===== src/rtl/lsu_pkg.sv =====
// Shared types and widths for the load/store unit.
package lsu_pkg;

  localparam int unsigned LSU_DATA_W = 16;
  localparam int unsigned LSU_ADDR_W = 16;

  typedef enum logic [1:0] {IDLE, ACCESS, RESP} lsu_state_t;

  typedef struct packed {
    logic                  we;
    logic [LSU_ADDR_W-1:0] addr;
    logic [LSU_DATA_W-1:0] wdata;
    logic                  err;
  } lsu_req_t;

endpackage


===== src/rtl/load_store_unit.sv =====
// Data-memory initiator: one request at a time through IDLE -> ACCESS -> RESP,
// with back-to-back acceptance when the response is consumed.
module load_store_unit
  import lsu_pkg::*;
#(
  parameter int unsigned DATA_W    = LSU_DATA_W,
  parameter int unsigned ADDR_W    = LSU_ADDR_W,
  parameter int unsigned MEM_DEPTH = 8
) (
  input  logic              clk,
  input  logic              rst_n,
  input  logic              req_valid,
  output logic              req_ready,
  input  logic              req_we,
  input  logic [ADDR_W-1:0] req_addr,
  input  logic [DATA_W-1:0] req_wdata,
  output logic              rsp_valid,
  input  logic              rsp_ready,
  output logic [DATA_W-1:0] rsp_rdata,
  output logic              rsp_err,
  output logic              rsp_was_store,
  output logic              mem_wr_en,
  output logic              mem_read_en,
  output logic [ADDR_W-1:0] mem_Addr,
  output logic [DATA_W-1:0] mem_wr_data,
  input  logic [DATA_W-1:0] mem_rd_data,
  output logic              busy
);

  lsu_state_t        state_q, state_d;
  lsu_req_t          req_q, req_d;
  logic [DATA_W-1:0] rsp_rdata_q, rsp_rdata_d;
  logic              rsp_err_q, rsp_err_d;
  logic              rsp_was_store_q, rsp_was_store_d;
  lsu_req_t          req_in;

  // Incoming request with its range check, used wherever a transfer happens.
  always_comb begin
    req_in.we    = req_we;
    req_in.addr  = LSU_ADDR_W'(req_addr);
    req_in.wdata = LSU_DATA_W'(req_wdata);
    req_in.err   = (req_addr >= ADDR_W'(MEM_DEPTH));
  end

  always_ff @(posedge clk or negedge rst_n) begin
    if (!rst_n) begin
      state_q         <= IDLE;
      req_q           <= '0;
      rsp_rdata_q     <= '0;
      rsp_err_q       <= 1'b0;
      rsp_was_store_q <= 1'b0;
    end else begin
      state_q         <= state_d;
      req_q           <= req_d;
      rsp_rdata_q     <= rsp_rdata_d;
      rsp_err_q       <= rsp_err_d;
      rsp_was_store_q <= rsp_was_store_d;
    end
  end

  always_comb begin
    state_d         = state_q;
    req_d           = req_q;
    rsp_rdata_d     = rsp_rdata_q;
    rsp_err_d       = rsp_err_q;
    rsp_was_store_d = rsp_was_store_q;
    req_ready       = 1'b0;
    rsp_valid       = 1'b0;
    mem_wr_en       = 1'b0;
    mem_read_en     = 1'b0;
    unique case (state_q)
      IDLE: begin
        req_ready = 1'b1;
        if (req_valid) begin
          req_d   = req_in;
          state_d = ACCESS;
        end
      end
      ACCESS: begin
        mem_wr_en       = req_q.we && !req_q.err;
        mem_read_en     = !req_q.we && !req_q.err;
        rsp_rdata_d     = mem_read_en ? mem_rd_data : '0;
        rsp_err_d       = req_q.err;
        rsp_was_store_d = req_q.we;
        state_d         = RESP;
      end
      RESP: begin
        rsp_valid = 1'b1;
        req_ready = rsp_ready;
        if (rsp_ready) begin
          if (req_valid) begin
            req_d   = req_in;
            state_d = ACCESS;
          end else begin
            state_d = IDLE;
          end
        end
      end
      default: state_d = IDLE;
    endcase
  end

  assign rsp_rdata     = rsp_rdata_q;
  assign rsp_err       = rsp_err_q;
  assign rsp_was_store = rsp_was_store_q;
  assign mem_Addr      = ADDR_W'(req_q.addr);
  assign mem_wr_data   = DATA_W'(req_q.wdata);
  assign busy          = (state_q != IDLE);

endmodule


===== config.mk =====
export PLATFORM = sky130hd
export DESIGN_NAME = load_store_unit
export DESIGN_NICKNAME = d
export VERILOG_FILES = /design/src/rtl/lsu_pkg.sv /design/src/rtl/load_store_unit.sv
export SDC_FILE = /design/constraint.sdc
export NUM_CORES = 1
export LEC_CHECK = 0
export ABC_CLOCK_PERIOD_IN_PS = 1500
export CORE_UTILIZATION = 37
export DETAILED_ROUTE_END_ITERATION = 12
export PLACE_DENSITY = 0.76
export SLEW_MARGIN = 10
export SYNTH_ARGS = -nofsm -noshare
export SYNTH_HDL_FRONTEND = slang
export SYNTH_SLANG_ARGS = --single-unit

===== constraint.sdc =====
create_clock -name clk -period 1.5 [get_ports clk]
set_input_delay 0.225 -clock clk [delete_from_list [all_inputs] [get_ports clk]]
set_output_delay 0.225 -clock clk [all_outputs]
set_load 0.005 [all_outputs]

== Word level (Yosys, flattened, before mapping) ==
Index checks and enable logic that the tools add are counted.

* Multiplexer cells: 12
* Equal/unequal tests: 4
* $lt $le $gt $ge: 1
* Reduce and logical (&&, ||, !) cells: 9

{| class="wikitable"
|+ Operators with widths
! operator !! count
|-
| $mux W34 || 2
|-
| $pmux W34 S2 || 1
|-
| $ge A16 B4 Y1 const B || 1
|-
| $mux W16 || 1
|-
| $pmux W2 S3 || 1
|-
| $mux W1 || 4
|-
| $mux W2 || 2
|-
| $ne A2 B2 Y1 const B || 2
|-
| $reduce_and A2 Y1 || 2
|-
| $reduce_bool A2 Y1 || 2
|-
| $eq A2 B1 Y1 const B || 1
|-
| $eq A2 B2 Y1 const B || 1
|-
| $logic_and A1 B1 Y1 || 2
|-
| $logic_not A1 Y1 || 2
|-
| $logic_not A2 Y1 || 1
|-
| $pmux W1 S2 || 1
|}

* Output and inout bits: 55
* Register bits: 54
* Bits of input ports: 53

== Logic depth before layout (Yosys ltp) ==
Gate-level depths: netlist of the first run.

* Word-level depth: 4
* Mapped depth: 4

== Worst setup path after synthesis of the first run ==
OpenSTA, ideal clock, no wires.

* Path type: reg2reg
* Start: reg state_q[1]
* End: reg req_q, in the netlist mem_Addr[15]
* Period minus slack after synthesis: 1.451 ns
* Setup time: 0.125 ns
* Buffers on the path: 1
* Slack: 0.049 ns
* Arrival: 1.326 ns
* Cell stages (with the launch flop): 4
* Cell sequence: dfrtp_1 a211oi_4 buf_6 mux2_2

* Longest elaborated chain between the ends: 3
* Elaborated cells between the ends (all ways): 6
* Those cells by class: eq/ne: 2; mux: 1; reduce/logical: 3

{| class="wikitable"
|+ RTL lines
! element !! line !! RTL
|-
| from (decl) || load_store_unit.sv:30 || <nowiki>lsu_state_t state_q, state_d;</nowiki>
|-
| from (signal assigned) || load_store_unit.sv:53 || <nowiki>state_q <= state_d;</nowiki>
|-
| $eq A2 B2 Y1 / $logic_not A2 Y1 (equally long branches) || load_store_unit.sv:71 || <nowiki>unique case (state_q)</nowiki>
|-
| $ne A2 B2 Y1 (no line) / $reduce_bool A2 Y1 (equally long branches) || - ||
|-
| $reduce_and A2 Y1 (no line) || - ||
|-
| to (signal assigned) || load_store_unit.sv:54 || <nowiki>req_q <= req_d;</nowiki>
|-
| to (decl) || load_store_unit.sv:31 || <nowiki>lsu_req_t req_q, req_d;</nowiki>
|}

Parallel ways exist; a longest one is shown, timed or not.
A chain may end at the register's enable or synchronous reset.

== Worst setup path in the final report of the first run ==
* Start: reg state_q[1]
* End: reg req_q, in the netlist mem_wr_data[15]

Same word-level chain as after synthesis.

==> results.py, run 1 <==
metrics = {
    "floorplan": {
        "start_util_pct": 38.61,
        "rows": 28,
        "die_y_um": 80.84,
        "core_area_um2": 5956,
        "ios": 108,
        "die_area_um2": 6534,
        "die_w_um": 80.84,
    },
    "worst_setup_path": {
        "cp-end-kind": "flip-flop",
        "path_class": "reg2reg",
        "critPathLaunchType": "flip-flop",
        "worst_ep_required_time_ps": 1690,
        "ff2ff_setup_slack_ps": -40,
        "crit_slowest_cell": "dfrtp_1",
        "crit_arrival_ps": 1730,
        "worstPathCellList": "buf_6 -> a211oi_4 -> buf_4 -> clkbuf_16 -> mux2_2",
        "max_stage_delay_ps": 410,
        "cp_max_fo": 9,
    },
    "synthesis": {
        "netlist_instances": 159,
        "synth_xor_area_share_pct": 0,
        "synth_top_family_by_area": "multiplexers",
        "ys.warnings.count": 0,
        "ys_types": 21,
        "muxShareOfSynthArea_pct": 17.63,
        "synth_seq_cells": 54,
        "synth_top_area_share_pct": 58.76,
        "ys_seq_area_share_pct": 58.76,
        "synthAdderAreaFrac_pct": 0,
        "synth_area_leaders": "dfrtp_1, mux2_2, buf_4, a22o_1, buf_6",
        "synth_top_cell_by_area": "dfrtp_1",
        "synth-simple-area-share_pct": 3.047,
        "synth_compound_area_share_pct": 7.617,
        "syn_nets": 212,
        "avgSynthCellArea_um2": 14.46,
        "synth_area_um2": 2300,
    },
    "place": {
        "place_area_um2": 3269,
        "placed_cells": 313,
        "dp_slack_ps": -312.4,
        "gp_congestion": 0.6845,
        "dp_hpwl_um": 3478,
        "io_buffers": 107,
    },
    "routing": {
        "post_drt_wl_per_cell_um": 15.22,
        "drt_wl_total_um": 4992,
        "dr_total_vias": 1532,
        "antenna_left": 0,
        "drcViolationCount": 0,
        "viasPerCell": 4.671,
        "drtIter0Drc": 29,
        "dr.pass1.iters": 2,
    },
    "final_layout": {
        "final_area_um2": 3485,
        "stdcell_count": 328,
        "post-route-util_pct": 58.51,
        "final_cell_mix": "clkdlybuf4s50_1, dfrtp_1, mux2_2",
        "area_growth_pct": 51.52,
        "layout_commonest_cell": "clkdlybuf4s50_1",
        "final_nets": 305,
        "num-fill-cells": 516,
        "drive_gt1_share_pct": 27.67,
        "antenna_cells": 0,
    },
    "grt": {
        "grt_overflow": 0,
        "track_usage_pct": 15.39,
        "antenna_found_initial": 0,
        "first_global_vias": 1513,
        "grt_first_pass_wirelength_um": 7472,
        "grt_max_degree": 32,
    },
    "timing": {
        "fin_crit_ps": 1537,
        "worst_slew_pin_slew_ps": 518.0,
        "grt_setup_unrepaired": "yes",
        "fmax_mhz": 650.5,
        "hold_viol": 0,
        "slew_violations": 0,
        "finalSetupViolations": 34,
        "finalCritPeriodShare_pct": 102.5,
        "slew_headroom_pct": 65.46,
        "layout_setup_ws_ps": -37.40,
        "skew_ps": 6.436,
    },
    "clock_tree": {
        "clock_sinks": 54,
        "cts_buffer_depth": 2,
        "cts-root-buf": "clkbuf_8",
        "path_clk_slew_ps": 100,
        "worstSkewPairLatency_ps": 310,
        "tritoncts": "yes",
        "cts-htree-levels": 2,
        "cts_buffers": 5,
    },
    "power": {
        "power_mw": 4.066,
        "p_leak_nw": 1.471,
        "ir_worst_vdd_v": 0.0005298,
        "power_density_nw_per_um2": 1167,
    },
    "status": {
        "outcome": "complete, but fails checks",
        "violations": "negative setup slack",
    },
    "hold_path": {
        "hold_class": "in2async",
    },
    "run": {
        "max_cap_violations": 0,
    },
}
flip-flops by register name, summed over array words and instances, names as in the netlist:
signal         cells
mem_Addr          16
rsp_was_store      1
rsp_rdata         16
mem_wr_data       16
state_q            2
rsp_err            1
req_q              2
area by class of cell:
class / instances / area (µm²) / share of cell area (%)
Tap cell: 75 / 93.84 / 2.693
Sequential cell: 54 / 1351 / 38.78
Clock inverter: 3 / 45.04 / 1.293
Inverter: 2 / 7.507 / 0.2154
Clock buffer: 5 / 68.82 / 1.975
Timing Repair Buffer: 124 / 1255 / 36.01
Multi-Input combinational cell: 65 / 663.1 / 19.03
final timing paths:
path	cells past startpoint	startpoint	to
max	5	state_q[1]	mem_wr_data[15]
min	2	rst_n	mem_wr_data[11]
max reg2reg	5	state_q[1]	mem_wr_data[15]
min reg2reg	1	mem_wr_data[10]	mem_wr_data[10]
max in group asynchronous	3	rst_n	mem_Addr[7]
min in group clk	1	mem_wr_data[10]	mem_wr_data[10]
metrics by stage:
| step | hold WS, ps | setup TNS, ps |
|---|---|---|
| after floorplan | -70.59 | 0 |
| after global placement | 218.0 | -9521 |
| after detailed placement | 231.8 | -10270 |
| after CTS | 432.0 | -102.9 |
| after global routing | 455.5 | -2529 |
| final | 423.9 | -545.4 |
per-layer routing:
| metal | track usage, % | part of all wire (%) | vias to the layer above |
|---|---|---|---|
| met2 | 26.30 | 50 | 62 |
| met4 | 4.821 | 0.78 | 0 |
| met5 | 0 | 0 | - |
| met1 | 18.34 | 42 | 754 |
| li1 | - | - | 712 |
| met3 | 4.944 | 7.2 | 4 |
critical path, delay by kind of cell, from the launching register on:
| kind | cells | cell delay [ps] |
|---|---|---|
| compound gates | 1 | 200 |
| buf+inv | 3 | 470 |
| flops | 1 | 410 |
| mux | 1 | 340 |
cells by family (layout without fill, tap and decap cells):
family / after synthesis / after routing
DFF: 54 / 54
AOI/OAI and AO/OA: 19 / 19
and+or+nand+nor: 10 / 10
buffers and inverters: 40 / 134
muxes: 36 / 36
power by group:
| group | total, mW | switching (mW) | internal [mW] |
|---|---|---|---|
| combinational | 1.24 | 0.368 | 0.873 |
| sequential | 1.84 | 0.138 | 1.71 |
| clock | 0.980 | 0.483 | 0.497 |
| total | 4.07 | 0.989 | 3.08 |
cell usage after synthesis:
cell      instances
nor2_1            1
a21oi_1           1
nand4_1           1
nor4_1            2
clkbuf_1          1
inv_1             2
or2_2             1
dfrtp_1          54
buf_2             1
mux2_2           35
buf_4            33
nor3_4            1
a21bo_2           1
a211oi_4          1
nor3_1            1
nor3b_1           1
a22o_1           16
buf_6             3
nand2b_1          1
mux2_1            1
nor2b_1           1
what timing repair did:
item                                    in CTS  in global routing
setup buffers                                3                  1
pin swaps                                    0                  1
gates resized for setup                     18                  6
cloned                                       1                  1
hold buffers                                 1                  0
endpoints found under the hold margin       20                  0
endpoints found under the setup margin      39                 39
No activity file was read; power rests on OpenSTA's default activity.
==> run 2, diff against run 1 <==
--- a/config.mk
+++ b/config.mk
@@ -9,6 +9,7 @@
 export CORE_UTILIZATION = 37
 export DETAILED_ROUTE_END_ITERATION = 12
 export PLACE_DENSITY = 0.76
+export RECOVER_POWER = 25
 export SLEW_MARGIN = 10
 export SYNTH_ARGS = -nofsm -noshare
 export SYNTH_HDL_FRONTEND = slang
==> results.py, run 2 (synthesis gave the netlist of run 1 again) <==
metrics = {
    "worst_setup_path": {
        "reg2reg_from": "state_q[1]",
        "ff2ff_setup_slack_ps": -40,
        "path_class": "reg2reg",
        "cp-end-kind": "flip-flop",
        "r2r_end": "mem_wr_data[15]",
        "critPathLaunchType": "flip-flop",
        "crit_arrival_ps": 1730,
        "worst_ep_required_time_ps": 1690,
        "rr_worst_depth": 5,
        "cp_max_fo": 9,
    },
    "clock_tree": {
        "tritoncts": "yes",
        "path_clk_slew_ps": 100,
        "cts-htree-levels": 2,
        "cts_buffer_depth": 2,
        "cts-root-buf": "clkbuf_8",
        "cts_buffers": 5,
        "clock_sinks": 54,
        "worstSkewPairLatency_ps": 310,
    },
    "routing": {
        "drtIter0Drc": 30,
        "viasPerCell": 4.662,
        "post_drt_wl_per_cell_um": 15.30,
        "drt_wl_total_um": 5020,
        "dr_total_vias": 1529,
        "dr.pass1.iters": 2,
        "drcViolationCount": 0,
        "antenna_left": 0,
    },
    "timing": {
        "grt_setup_unrepaired": "yes",
        "finalSetupViolations": 34,
        "finalCritPeriodShare_pct": 102.6,
        "tns_ps": -571.3,
        "worst_slew_pin_slew_ps": 537.4,
        "slew_headroom_pct": 64.17,
        "layout_setup_ws_ps": -38.45,
        "slew_violations": 0,
        "hold_viol": 0,
        "hold_ws_ps": 428.9,
        "fin_crit_ps": 1538,
        "fmax_mhz": 650.0,
        "skew_ps": 6.960,
    },
    "final_layout": {
        "area_growth_pct": 50.82,
        "final_area_um2": 3468,
        "final_cell_mix": "clkdlybuf4s50_1, dfrtp_1, mux2_2",
        "drive_gt1_share_pct": 27.27,
        "antenna_cells": 0,
        "final_nets": 305,
        "layout_commonest_cell": "clkdlybuf4s50_1",
        "num-fill-cells": 517,
    },
    "power": {
        "power_mw": 4.062,
        "ir_worst_vdd_v": 0.0005307,
        "p_leak_nw": 1.462,
        "power_density_nw_per_um2": 1171,
    },
    "grt": {
        "antenna_found_initial": 0,
        "grt_max_degree": 32,
        "grt_overflow": 0,
        "track_usage_pct": 15.39,
        "first_global_vias": 1513,
        "grt_first_pass_wirelength_um": 7472,
    },
    "floorplan": {
        "start_util_pct": 38.61,
        "die_y_um": 80.84,
        "rows": 28,
        "die_area_um2": 6534,
        "die_w_um": 80.84,
        "ios": 108,
        "core_area_um2": 5956,
    },
    "place": {
        "gp_congestion": 0.6845,
        "dp_hpwl_um": 3478,
        "dp_slack_ps": -312.4,
        "place_area_um2": 3269,
        "io_buffers": 107,
    },
    "status": {
        "outcome": "complete, but fails checks",
        "violations": "negative setup slack",
    },
    "run": {
        "max_cap_violations": 0,
    },
    "hold_path": {
        "hold_class": "in2async",
    },
}
[run 2: cell type report]
type                       count  area, µm²  share of cell area (%)
clock inverter                 3      45.04                   1.299
timing repair buffer         124       1239                   35.71
multi-input combinational     65      663.1                   19.12
inverter                       2      7.507                  0.2164
clock buffer                   5      68.82                   1.984
sequential                    54       1351                   38.96
tap                           75      93.84                   2.706
[run 2: through the flow]
| step | instances | utilization (%) |
|---|---|---|
| 2_1_floorplan | 159 | - |
| 3_3_place_gp | 313 | 54.90 |
| 3_5_place_dp | 313 | 54.90 |
| 4_1_cts | 326 | 57.90 |
| 5_1_grt | 328 | 58.24 |
| 6_report | 328 | 58.24 |
[run 2: power by group]
part           leakage (nW)  internal (mW)  switching, mW  total [mW]
clock network        0.0504          0.497          0.484       0.981
logic                 0.749          0.868          0.368        1.24
registers             0.663           1.71          0.138        1.85
[run 2: worst max path at each step]
stage / cells after the start / start / end / slack, ps
finish: 5 / state_q[1] / mem_wr_data[15] / -40
global route: 5 / state_q[1] / mem_Addr[11] / -90
CTS: 5 / state_q[1] / mem_wr_data[7] / -20
detailed placement: 5 / rsp_ready / mem_wr_data[7] / -310
global placement: 5 / rsp_ready / mem_wr_data[4] / -280
floorplan: 3 / state_q[1] / mem_Addr[15] / 50
[run 2: timing repair]
item	in CTS	in global routing
cloned	1	1
pin swaps	0	1
endpoints found under the hold margin	20	0
hold buffers	1	0
buffers inserted	3	1
gates resized for setup	18	6
endpoints found under the setup margin	39	39
[run 2: per-layer routing]
metal,GRT usage (%),routed length [µm],vias to the layer above
met5,0,0,-
met4,4.821,39,0
met3,4.944,359,4
met2,26.30,2511,62
met1,18.34,2110,754
li1,-,-,709
[run 2: critical path, stage by stage (launching register included)]
cell and delay (ps):
dfrtp_1 410, buf_6 130, a211oi_4 200, buf_4 180, clkbuf_16 160, mux2_2 340
==> run 3, diff against run 2 <==
--- a/config.mk
+++ b/config.mk
@@ -10,6 +10,7 @@
 export DETAILED_ROUTE_END_ITERATION = 12
 export PLACE_DENSITY = 0.76
 export RECOVER_POWER = 25
+export SKIP_CTS_REPAIR_TIMING = 1
 export SLEW_MARGIN = 10
 export SYNTH_ARGS = -nofsm -noshare
 export SYNTH_HDL_FRONTEND = slang
==> results.py, run 3 (synthesis gave the netlist of run 1 again) <==
metrics = {
    "power": {
        "power_density_nw_per_um2": 1167,
        "p_leak_nw": 1.503,
        "power_switching_mw": 1.006,
        "ir_worst_vdd_v": 0.0005326,
        "comb_power_share_pct": 31.0,
        "p_int_mw": 3.096,
        "clockPowerShare_pct": 24.0,
        "switching_share_pct": 24.53,
        "seqPwrFrac_pct": 45.0,
    },
    "floorplan": {
        "die_y_um": 80.84,
        "die_w_um": 80.84,
        "ios": 108,
        "core_area_um2": 5956,
        "rows": 28,
        "start_util_pct": 38.61,
        "die_area_um2": 6534,
    },
    "grt": {
        "grt_overflow": 0,
        "met1_usage_pct": 16.75,
        "grt_first_pass_wirelength_um": 7196,
        "track_usage_pct": 14.64,
        "antenna_found_initial": 0,
        "grt-busiest-layer": "met2",
        "globalRouteMet2Util_pct": 25.63,
        "grt_max_degree": 36,
        "grt_util_met3_pct": 4.831,
        "first_global_vias": 1499,
    },
    "final_layout": {
        "antenna_cells": 0,
        "area_growth_pct": 52.83,
        "final_nets": 307,
        "final_cell_mix": "clkdlybuf4s50_1, dfrtp_1, mux2_2",
        "post-route-util_pct": 59.01,
        "layout_commonest_cell": "clkdlybuf4s50_1",
        "drive_gt1_share_pct": 27.84,
    },
    "timing": {
        "worst_slew_pin_slew_ps": 536.1,
        "finalCritPeriodShare_pct": 105.0,
        "slew_violations": 0,
        "hold_viol": 0,
        "layout_setup_ws_ps": -74.94,
        "fin_crit_ps": 1575,
        "finalSetupViolations": 35,
        "grt_setup_unrepaired": "yes",
        "slew_headroom_pct": 64.26,
        "skew_ps": 5.337,
        "fmax_mhz": 634.9,
        "hold_ws_ps": 423.1,
    },
    "routing": {
        "dr_total_vias": 1549,
        "dr.pass1.iters": 3,
        "antenna_left": 0,
        "drcViolationCount": 0,
        "viasPerCell": 4.694,
        "drt_wl_total_um": 5247,
        "drtIter0Drc": 22,
        "post_drt_wl_per_cell_um": 15.90,
    },
    "worst_setup_path": {
        "cp_max_fo": 9,
        "crit_arrival_ps": 1770,
        "cp-end-kind": "flip-flop",
        "worst_ep_required_time_ps": 1700,
        "critPathLaunchType": "flip-flop",
        "path_class": "reg2reg",
    },
    "clock_tree": {
        "clock_sinks": 54,
        "cts_buffer_depth": 2,
        "cts_buffers": 5,
        "tritoncts": "yes",
        "path_clk_slew_ps": 100,
        "cts-htree-levels": 2,
        "worstSkewPairLatency_ps": 310,
        "cts-root-buf": "clkbuf_8",
    },
    "run": {
        "max_cap_violations": 0,
    },
    "hold_path": {
        "hold_class": "in2async",
    },
    "status": {
        "outcome": "complete, but fails checks",
        "violations": "negative setup slack",
    },
    "place": {
        "gp_congestion": 0.6845,
        "io_buffers": 107,
        "dp_hpwl_um": 3478,
        "dp_slack_ps": -312.4,
    },
}
[run 3: changes by cell type in the layout (fill, tap and decap cells not counted)]
cell / change
mux2_4: +1
buf_2: -1
buf_6: -1
clkbuf_16: +2
clkbuf_2: +1
dlygate4sd2_1: -1
mux2_1: -1
dlymetal6s2s_1: +2
buf_16: -1
buf_8: +1
[run 3: final timing paths]
check	from	to	slack (ps)	cells past startpoint
setup / recovery	state_q[1]	mem_Addr[15]	-70	5
min in group clk	mem_rd_data[6]	rsp_rdata[6]	510	2
max in group asynchronous	rst_n	mem_wr_data[8]	200	3
hold reg to reg	mem_wr_data[14]	mem_wr_data[14]	510	1
hold / removal	rst_n	mem_wr_data[11]	420	2
setup reg to reg	state_q[1]	mem_Addr[15]	-70	5
[run 3: per-stage QoR]
step	cells	cell area [µm²]	power, mW	TNS [ps]
2_1_floorplan	159	2300	2.558	0
3_3_place_gp	313	3269	3.016	-9521
3_5_place_dp	313	3269	3.050	-10270
4_1_cts	321	3383	4.042	-2105
5_1_grt	330	3515	4.321	-3396
6_report	330	3515	4.102	-1635
[run 3: power groups by stage]
stage / clock, mW / sequential, mW / combinational (mW)
floorplan: 0 / 1.84 / 0.714
global placement: 0 / 1.87 / 1.15
detailed placement: 0 / 1.87 / 1.18
CTS: 1.02 / 1.85 / 1.18
global route: 1.08 / 1.88 / 1.36
finish: 0.985 / 1.85 / 1.27
[run 3: worst max-delay path: stages, from the launching register on]
cell and delay [ps]:
dfrtp_1 390, buf_4 150, a211oi_4 200, buf_6 200, clkbuf_16 180, mux2_2 330
[run 3: final cells by class]
cell class,instances,area [µm²]
Clock inverter,3,45.04
Sequential cell,54,1351
Inverter,2,7.507
Clock buffer,5,68.82
Fill cell,510,2441
Timing Repair Buffer,126,1281
Multi-Input combinational cell,65,666.9
Tap cell,75,93.84
[run 3: per-layer routing]
metal | part of all wire [%] | vias up
li1 | - | 713
met1 | 43 | 766
met2 | 49 | 62
met3 | 6.9 | 8
met4 | 1.0 | 0
met5 | 0 | -
